### config.mk
export PLATFORM = sky130hd
export DESIGN_NAME = uart_rom_loader
export DESIGN_NICKNAME = d
export VERILOG_FILES = /design/src/rtl/uart_rom_loader.sv
export SDC_FILE = /design/constraint.sdc
export NUM_CORES = 1
export LEC_CHECK = 0
export ABC_AREA = 1
export BUFFER_PORTS_ARGS = -buffer_cell sky130_fd_sc_hd__buf_2
export CAP_MARGIN = 20
export CORE_AREA = 2 2 111 135
export CTS_CLUSTER_DIAMETER = 80
export DETAILED_ROUTE_END_ITERATION = 7
export DIE_AREA = 0 0 113 137
export PLACE_DENSITY = 0.7
export SLEW_MARGIN = 10
export SYNTH_ARGS = -nofsm -noshare
export SYNTH_HDL_FRONTEND = slang
export SYNTH_SLANG_ARGS = --single-unit
### constraint.sdc
create_clock -name clk -period 4.35 [get_ports clk]
set_input_delay 0.435 -clock clk [delete_from_list [all_inputs] [get_ports clk]]
set_output_delay 0.435 -clock clk [all_outputs]
set_load 0.03 [all_outputs]
### src/rtl/uart_rom_loader.sv
// uart_rom_loader: UART receiver that writes a length-prefixed little-endian word image into ROM.
// Ports: clk, rst (async, active-high), uart_rxd (serial in, idle high);
//        rom_w_en_o/rom_w_addr_o/rom_w_data_o (ROM write port);
//        load_busy_o, load_done_o, frame_err_o, chk_err_o (status).
// Optional: define LOADER_CHECKSUM_EN to require a trailing XOR checksum byte.
module uart_rom_loader #(
    parameter int CLK_FREQ = 50000000,
    parameter int BAUD     = 115200
) (
    input  logic        clk,
    input  logic        rst,
    input  logic        uart_rxd,
    output logic        rom_w_en_o,
    output logic [31:0] rom_w_addr_o,
    output logic [31:0] rom_w_data_o,
    output logic        load_busy_o,
    output logic        load_done_o,
    output logic        frame_err_o,
    output logic        chk_err_o
);
    localparam int DIV = CLK_FREQ / BAUD;
    localparam int CW = $clog2(DIV + 1);
    localparam logic [CW-1:0] HALF = CW'(DIV / 2 - 1);
    localparam logic [CW-1:0] FULL = CW'(DIV - 1);
    typedef enum logic [1:0] {RX_IDLE, RX_START, RX_DATA, RX_STOP} rx_state_t;
`ifdef LOADER_CHECKSUM_EN
    typedef enum logic [2:0] {LD_LEN_LO, LD_LEN_HI, LD_WORD, LD_CHK, LD_DONE} ld_state_t;
    localparam ld_state_t LD_END = LD_CHK;
    logic [7:0] chk_q, chk_d;
    logic       chk_err_q, chk_err_d;
`else
    typedef enum logic [2:0] {LD_LEN_LO, LD_LEN_HI, LD_WORD, LD_DONE} ld_state_t;
    localparam ld_state_t LD_END = LD_DONE;
`endif
    rx_state_t      rx_state_q, rx_state_d;
    logic [1:0]     sync_q, sync_d;
    logic           prev_q, prev_d;
    logic [CW-1:0]  cnt_q, cnt_d;
    logic [2:0]     bit_cnt_q, bit_cnt_d;
    logic [7:0]     shift_q, shift_d;
    logic           byte_valid_q, byte_valid_d;
    logic           frame_err_q, frame_err_d;
    ld_state_t      ld_state_q, ld_state_d;
    logic [15:0]    len_q, len_d, word_cnt_q, word_cnt_d;
    logic [1:0]     byte_idx_q, byte_idx_d;
    logic [31:0]    asm_q, asm_d, addr_q, addr_d, data_q, data_d;
    logic           w_en_q, w_en_d;

    always_comb begin
        sync_d       = {sync_q[0], uart_rxd};
        prev_d       = sync_q[1];
        rx_state_d   = rx_state_q;
        cnt_d        = cnt_q + 1'b1;
        bit_cnt_d    = bit_cnt_q;
        shift_d      = shift_q;
        byte_valid_d = 1'b0;
        frame_err_d  = frame_err_q;
        case (rx_state_q)
            RX_IDLE: begin
                cnt_d = '0;
                if (prev_q && !sync_q[1]) rx_state_d = RX_START;
            end
            RX_START: if (cnt_q == HALF) begin
                cnt_d      = '0;
                bit_cnt_d  = '0;
                rx_state_d = sync_q[1] ? RX_IDLE : RX_DATA;
            end
            RX_DATA: if (cnt_q == FULL) begin
                cnt_d     = '0;
                shift_d   = {sync_q[1], shift_q[7:1]};
                bit_cnt_d = bit_cnt_q + 3'd1;
                if (bit_cnt_q == 3'd7) rx_state_d = RX_STOP;
            end
            default: if (cnt_q == FULL) begin
                cnt_d        = '0;
                rx_state_d   = RX_IDLE;
                byte_valid_d = sync_q[1];
                frame_err_d  = frame_err_q | !sync_q[1];
            end
        endcase
    end

    // shift_q stays stable after the stop bit, so it serves as the received byte.
    always_comb begin
        ld_state_d = ld_state_q;
        len_d      = len_q;
        word_cnt_d = word_cnt_q;
        byte_idx_d = byte_idx_q;
        asm_d      = asm_q;
        addr_d     = w_en_q ? addr_q + 32'd4 : addr_q;
        w_en_d     = 1'b0;
        data_d     = data_q;
`ifdef LOADER_CHECKSUM_EN
        chk_d      = chk_q;
        chk_err_d  = chk_err_q;
`endif
        if (byte_valid_q) begin
            case (ld_state_q)
                LD_LEN_LO: begin
                    len_d[7:0] = shift_q;
                    ld_state_d = LD_LEN_HI;
                end
                LD_LEN_HI: begin
                    len_d[15:8] = shift_q;
                    ld_state_d  = ({shift_q, len_q[7:0]} == 16'd0) ? LD_END : LD_WORD;
                end
                LD_WORD: begin
                    asm_d      = {shift_q, asm_q[31:8]};
                    byte_idx_d = byte_idx_q + 2'd1;
`ifdef LOADER_CHECKSUM_EN
                    chk_d      = chk_q ^ shift_q;
`endif
                    if (byte_idx_q == 2'd3) begin
                        w_en_d     = 1'b1;
                        data_d     = {shift_q, asm_q[31:8]};
                        word_cnt_d = word_cnt_q + 16'd1;
                        if (word_cnt_q + 16'd1 == len_q) ld_state_d = LD_END;
                    end
                end
`ifdef LOADER_CHECKSUM_EN
                LD_CHK: begin
                    chk_err_d  = shift_q != chk_q;
                    ld_state_d = LD_DONE;
                end
`endif
                default: ;
            endcase
        end
    end

    always_ff @(posedge clk or posedge rst) begin
        if (rst) begin
            sync_q       <= 2'b11;
            prev_q       <= 1'b1;
            rx_state_q   <= RX_IDLE;
            cnt_q        <= '0;
            bit_cnt_q    <= '0;
            shift_q      <= '0;
            byte_valid_q <= 1'b0;
            frame_err_q  <= 1'b0;
            ld_state_q   <= LD_LEN_LO;
            len_q        <= '0;
            word_cnt_q   <= '0;
            byte_idx_q   <= '0;
            asm_q        <= '0;
            addr_q       <= '0;
            data_q       <= '0;
            w_en_q       <= 1'b0;
`ifdef LOADER_CHECKSUM_EN
            chk_q        <= '0;
            chk_err_q    <= 1'b0;
`endif
        end else begin
            sync_q       <= sync_d;
            prev_q       <= prev_d;
            rx_state_q   <= rx_state_d;
            cnt_q        <= cnt_d;
            bit_cnt_q    <= bit_cnt_d;
            shift_q      <= shift_d;
            byte_valid_q <= byte_valid_d;
            frame_err_q  <= frame_err_d;
            ld_state_q   <= ld_state_d;
            len_q        <= len_d;
            word_cnt_q   <= word_cnt_d;
            byte_idx_q   <= byte_idx_d;
            asm_q        <= asm_d;
            addr_q       <= addr_d;
            data_q       <= data_d;
            w_en_q       <= w_en_d;
`ifdef LOADER_CHECKSUM_EN
            chk_q        <= chk_d;
            chk_err_q    <= chk_err_d;
`endif
        end
    end

    assign rom_w_en_o   = w_en_q;
    assign rom_w_addr_o = addr_q;
    assign rom_w_data_o = data_q;
    assign load_done_o  = ld_state_q == LD_DONE;
    assign load_busy_o  = !load_done_o;
    assign frame_err_o  = frame_err_q;
`ifdef LOADER_CHECKSUM_EN
    assign chk_err_o    = chk_err_q;
`else
    assign chk_err_o    = 1'b0;
`endif
endmodule

==> metrics.md <==
| Metric | Value |
|---|---|
| Status | finished with violations |
| Failing checks | design-rule violations |
| Crit-path slowest cell | dfrtp_1 |
| Worst-path maximum fanout | 51 |
| Initial DRT Pass Iterations | 6 |
| Fin crit share | 54.7% |
| Critical Path AT | 2670 ps |
| Clock Tree Root | clkbuf_16 |
| Area used by multi-input combinational logic | 2780 um^2 |
| # fillers | 1269 |
| Critical path class | flop to flop |
| Worst-Skew Late Latency | 420 ps |
| Io pins | 72 |
| Seq/Total Area, Yosys | 53.7% |
| Upper clock frequency limit | 0.420 GHz |
| CP endpoint kind | flop |
| Count of pins over their slew limit | 0 |
| CP max stage delay | 420 ps |
| Core area | 14200 um^2 |
| CTS-repair resized insts | 0 |
| Clock transition at path regs | 60 ps |
| Setup Skew | 10.8 ps |
| Post-layout net count | 899 |
| TritonCTS Buffers | 17 |
| Area growth syn-to-layout | 16.6% |
| Routability cong. | 0.845 |
| DR iter-0 viols | 303 |
| RSZ-0062 raised after global routing | no |
| Pre-CTS setup slack | 1640 ps |
| PortBufs | 68 |
| CP startpoint | ld_state_q[0]$_DFFE_PP0P_ |
| # diodes | 0 |
| Initial antenna violation count | 0 |
| Total track usage | 19.9% |
| Finished Cell Area | 8160 um^2 |
| Cell variety after synth | 33 |
| Detailed placer's ending HPWL | 10000 um |
| Crit path buffers/inverters | 5 |
| Power, Total | 3.15 mW |
| FF/Latch Area | 3760 um^2 |
| Most used cell, CP | buf_4 |
| H-tree lvl count | 4 |
| Wire length of the first global-routing pass | 24300 um |
| Mapped Cells | 810 |
| Worst Hold Class | input pin to flop |
| Netlist Area Pre-Place | 6990 um^2 |
| Synth Warn # | 0 |
| Standard-cell rows | 48 |
| Initial Utilization | 49.3% |
| Post-layout min period | 2380 ps |
| Remaining global-route overflow | 0 |
| Worst Hold Launch | uart_rxd |
| Die Span Y | 137 um |
| CTS Hold Bufs | 1 |
| Number of global-route vias before repair | 5253 |
| Clock sinks | 150 |
| Detailed-route wire length | 14300 um |
| Remaining antenna violation count | 0 |
| Rel. slew slack | 53.3% |
| Final hold violations | 0 |
| CTS tree | done |
| Max_cap viols | 0 |
| DRC errors left | 5 |
| CP delay by family, top | buffers and inverters |
| Leakage power | 4.03 nW |
| Clock buffer depth | 2 |
| Die ar. | 15500 um^2 |
| Pin count of the biggest net entering global routing | 136 |
| Peak VDD IR | 0.373 mV |
| Syn_area_per_cell | 8.63 um^2 |
| Die X | 113 um |
| Pwr dens | 386 nW/um^2 |
| # Post-CTS Setup Buffers | 0 |
| Worst-Margin Slew | 701 ps |
| Synthesized flop and latch total | 150 |
| Avg Vias per Cell | 5.05 |
| DR WL/cell | 13.4 um |
| DR vias | 5404 |
| Final-report setup violation count | 0 |
| Crit path cell chain | inv_1 -> ha_1 -> nand2_1 -> buf_4 -> nor2_1 -> buf_4 -> inv_2 -> buf_12 -> o21ai_0 |
| Reg2reg start | ld_state_q[0]$_DFFE_PP0P_ |
| Required time worst endpoint | 4640 ps |
| Area post-placement | 7500 um^2 |
| Final TNS setup | 0 ps |
| Share of layout cells above drive strength 1 | 15.3% |
| Setup ws final | 1970 ps |
| Crit path launch type | flop |
[per-stage QoR]
step | utilization, % | hold WS (ps) | cells
after global placement | 52.9 | 348 | 1037
final | 57.5 | 111 | 1070
after CTS | 57.4 | 88.1 | 1069
after detailed placement | 52.9 | 349 | 1037
after floorplan | - | 345 | 812
after global routing | 57.5 | 91.1 | 1070
[sequential cells by signal, summed over array words and instances, names as in the netlist]
signal	flops
prev_q	1
shift_q	8
bit_cnt_q	3
byte_idx_q	2
asm_q	24
byte_valid_q	1
rom_w_addr_o	30
rom_w_data_o	32
frame_err_o	1
word_cnt_q	16
sync_q	2
rx_state_q	2
len_q	16
cnt_q	9
ld_state_q	2
rom_w_en_o	1
[worst paths after layout]
path	end	slack [ps]	depth (start not counted)
hold / removal	sync_q[0]$_DFF_PP1_	110	1
hold reg to reg	sync_q[1]$_DFF_PP1_	360	0
max in group asynchronous	shift_q[3]$_DFFE_PP0P_	2800	4
setup reg to reg	word_cnt_q[10]$_DFFE_PP0P_	1970	9
min in group asynchronous	rom_w_addr_o[10]$_DFFE_PP0P_	550	3
setup / recovery	word_cnt_q[10]$_DFFE_PP0P_	1970	9
[cell families (layout without fill, tap and decap cells)]
kind of cell    after synthesis  in the layout  synth area share (%)
mux                           2              2                 0.304
other cells                   1              3                0.0536
fa+ha+maj                    13             13                  2.33
simple gates                386            386                  24.7
buf+inv                     118            201                  6.55
flops                       150            150                  53.7
compound gates              104            104                  7.61
xor+xnor                     36             36                  4.72
[Yosys cell counts, drive strengths merged]
master	n	area share, %
nor4	5	0.54
o21ai	96	6.9
nand3	39	3.1
clkbuf	17	0.91
dfstp	3	1.1
dfrtp	147	53
inv	97	5.2
xor3	1	0.34
nand4	22	2.1
xnor2	10	1.3
xor2	25	3.1
buf	4	0.43
nand3b	7	0.75
ha	13	2.3
conb	1	0.054
o21bai	1	0.16
a41o	1	0.14
mux2	1	0.16
nor3	15	1.4
nand2	246	13
nor2	52	3.4
a21oi	6	0.43
mux2i	1	0.14
[per-layer routing]
| metal | global-route usage (%) | vias up | wire [um] |
|---|---|---|---|
| met3 | 4.03 | 14 | 432 |
| li1 | - | 2733 | - |
| met5 | 0 | - | 0 |
| met2 | 34.2 | 80 | 7380 |
| met1 | 24.3 | 2577 | 6290 |
| met4 | 9.01 | 0 | 217 |
[power by group]
group | switching, mW | total (mW) | leakage (nW) | internal, mW
clock | 0.587 | 1.55 | 0.302 | 0.964
combinational | 0.114 | 0.156 | 1.65 | 0.0422
sequential | 0.0216 | 1.44 | 2.08 | 1.42
total | 0.723 | 3.15 | 4.03 | 2.42
[cells in the final DEF (no fill, tap or decap), types with 4 or more instances in the layout]
| master | instances |
|---|---|
| bufinv_16 | 4 |
| buf_2 | 68 |
| inv_1 | 94 |
| nand2_1 | 239 |
| nand3_1 | 35 |
| o21ai_0 | 94 |
| nor2_1 | 42 |
| nand3b_1 | 7 |
| xor2_1 | 25 |
| nor4_1 | 4 |
| nand4_1 | 21 |
| nor2_2 | 6 |
| inv_6 | 4 |
| nor2_4 | 4 |
| clkbuf_16 | 17 |
| nand3_2 | 4 |
| nand2_2 | 7 |
| ha_1 | 13 |
| a21oi_1 | 6 |
| xnor2_1 | 10 |
| nor3_1 | 12 |
| dfrtp_1 | 147 |
[final cells by class]
cell class	count	area share [%]
multi-input combinational	544	34.1
sequential	150	46.1
tap	175	2.68
clock inverter	14	2.41
clock buffer	17	5.22
timing repair buffer	73	4.97
inverter	97	4.51
Power figures use the tool's default switching activity.
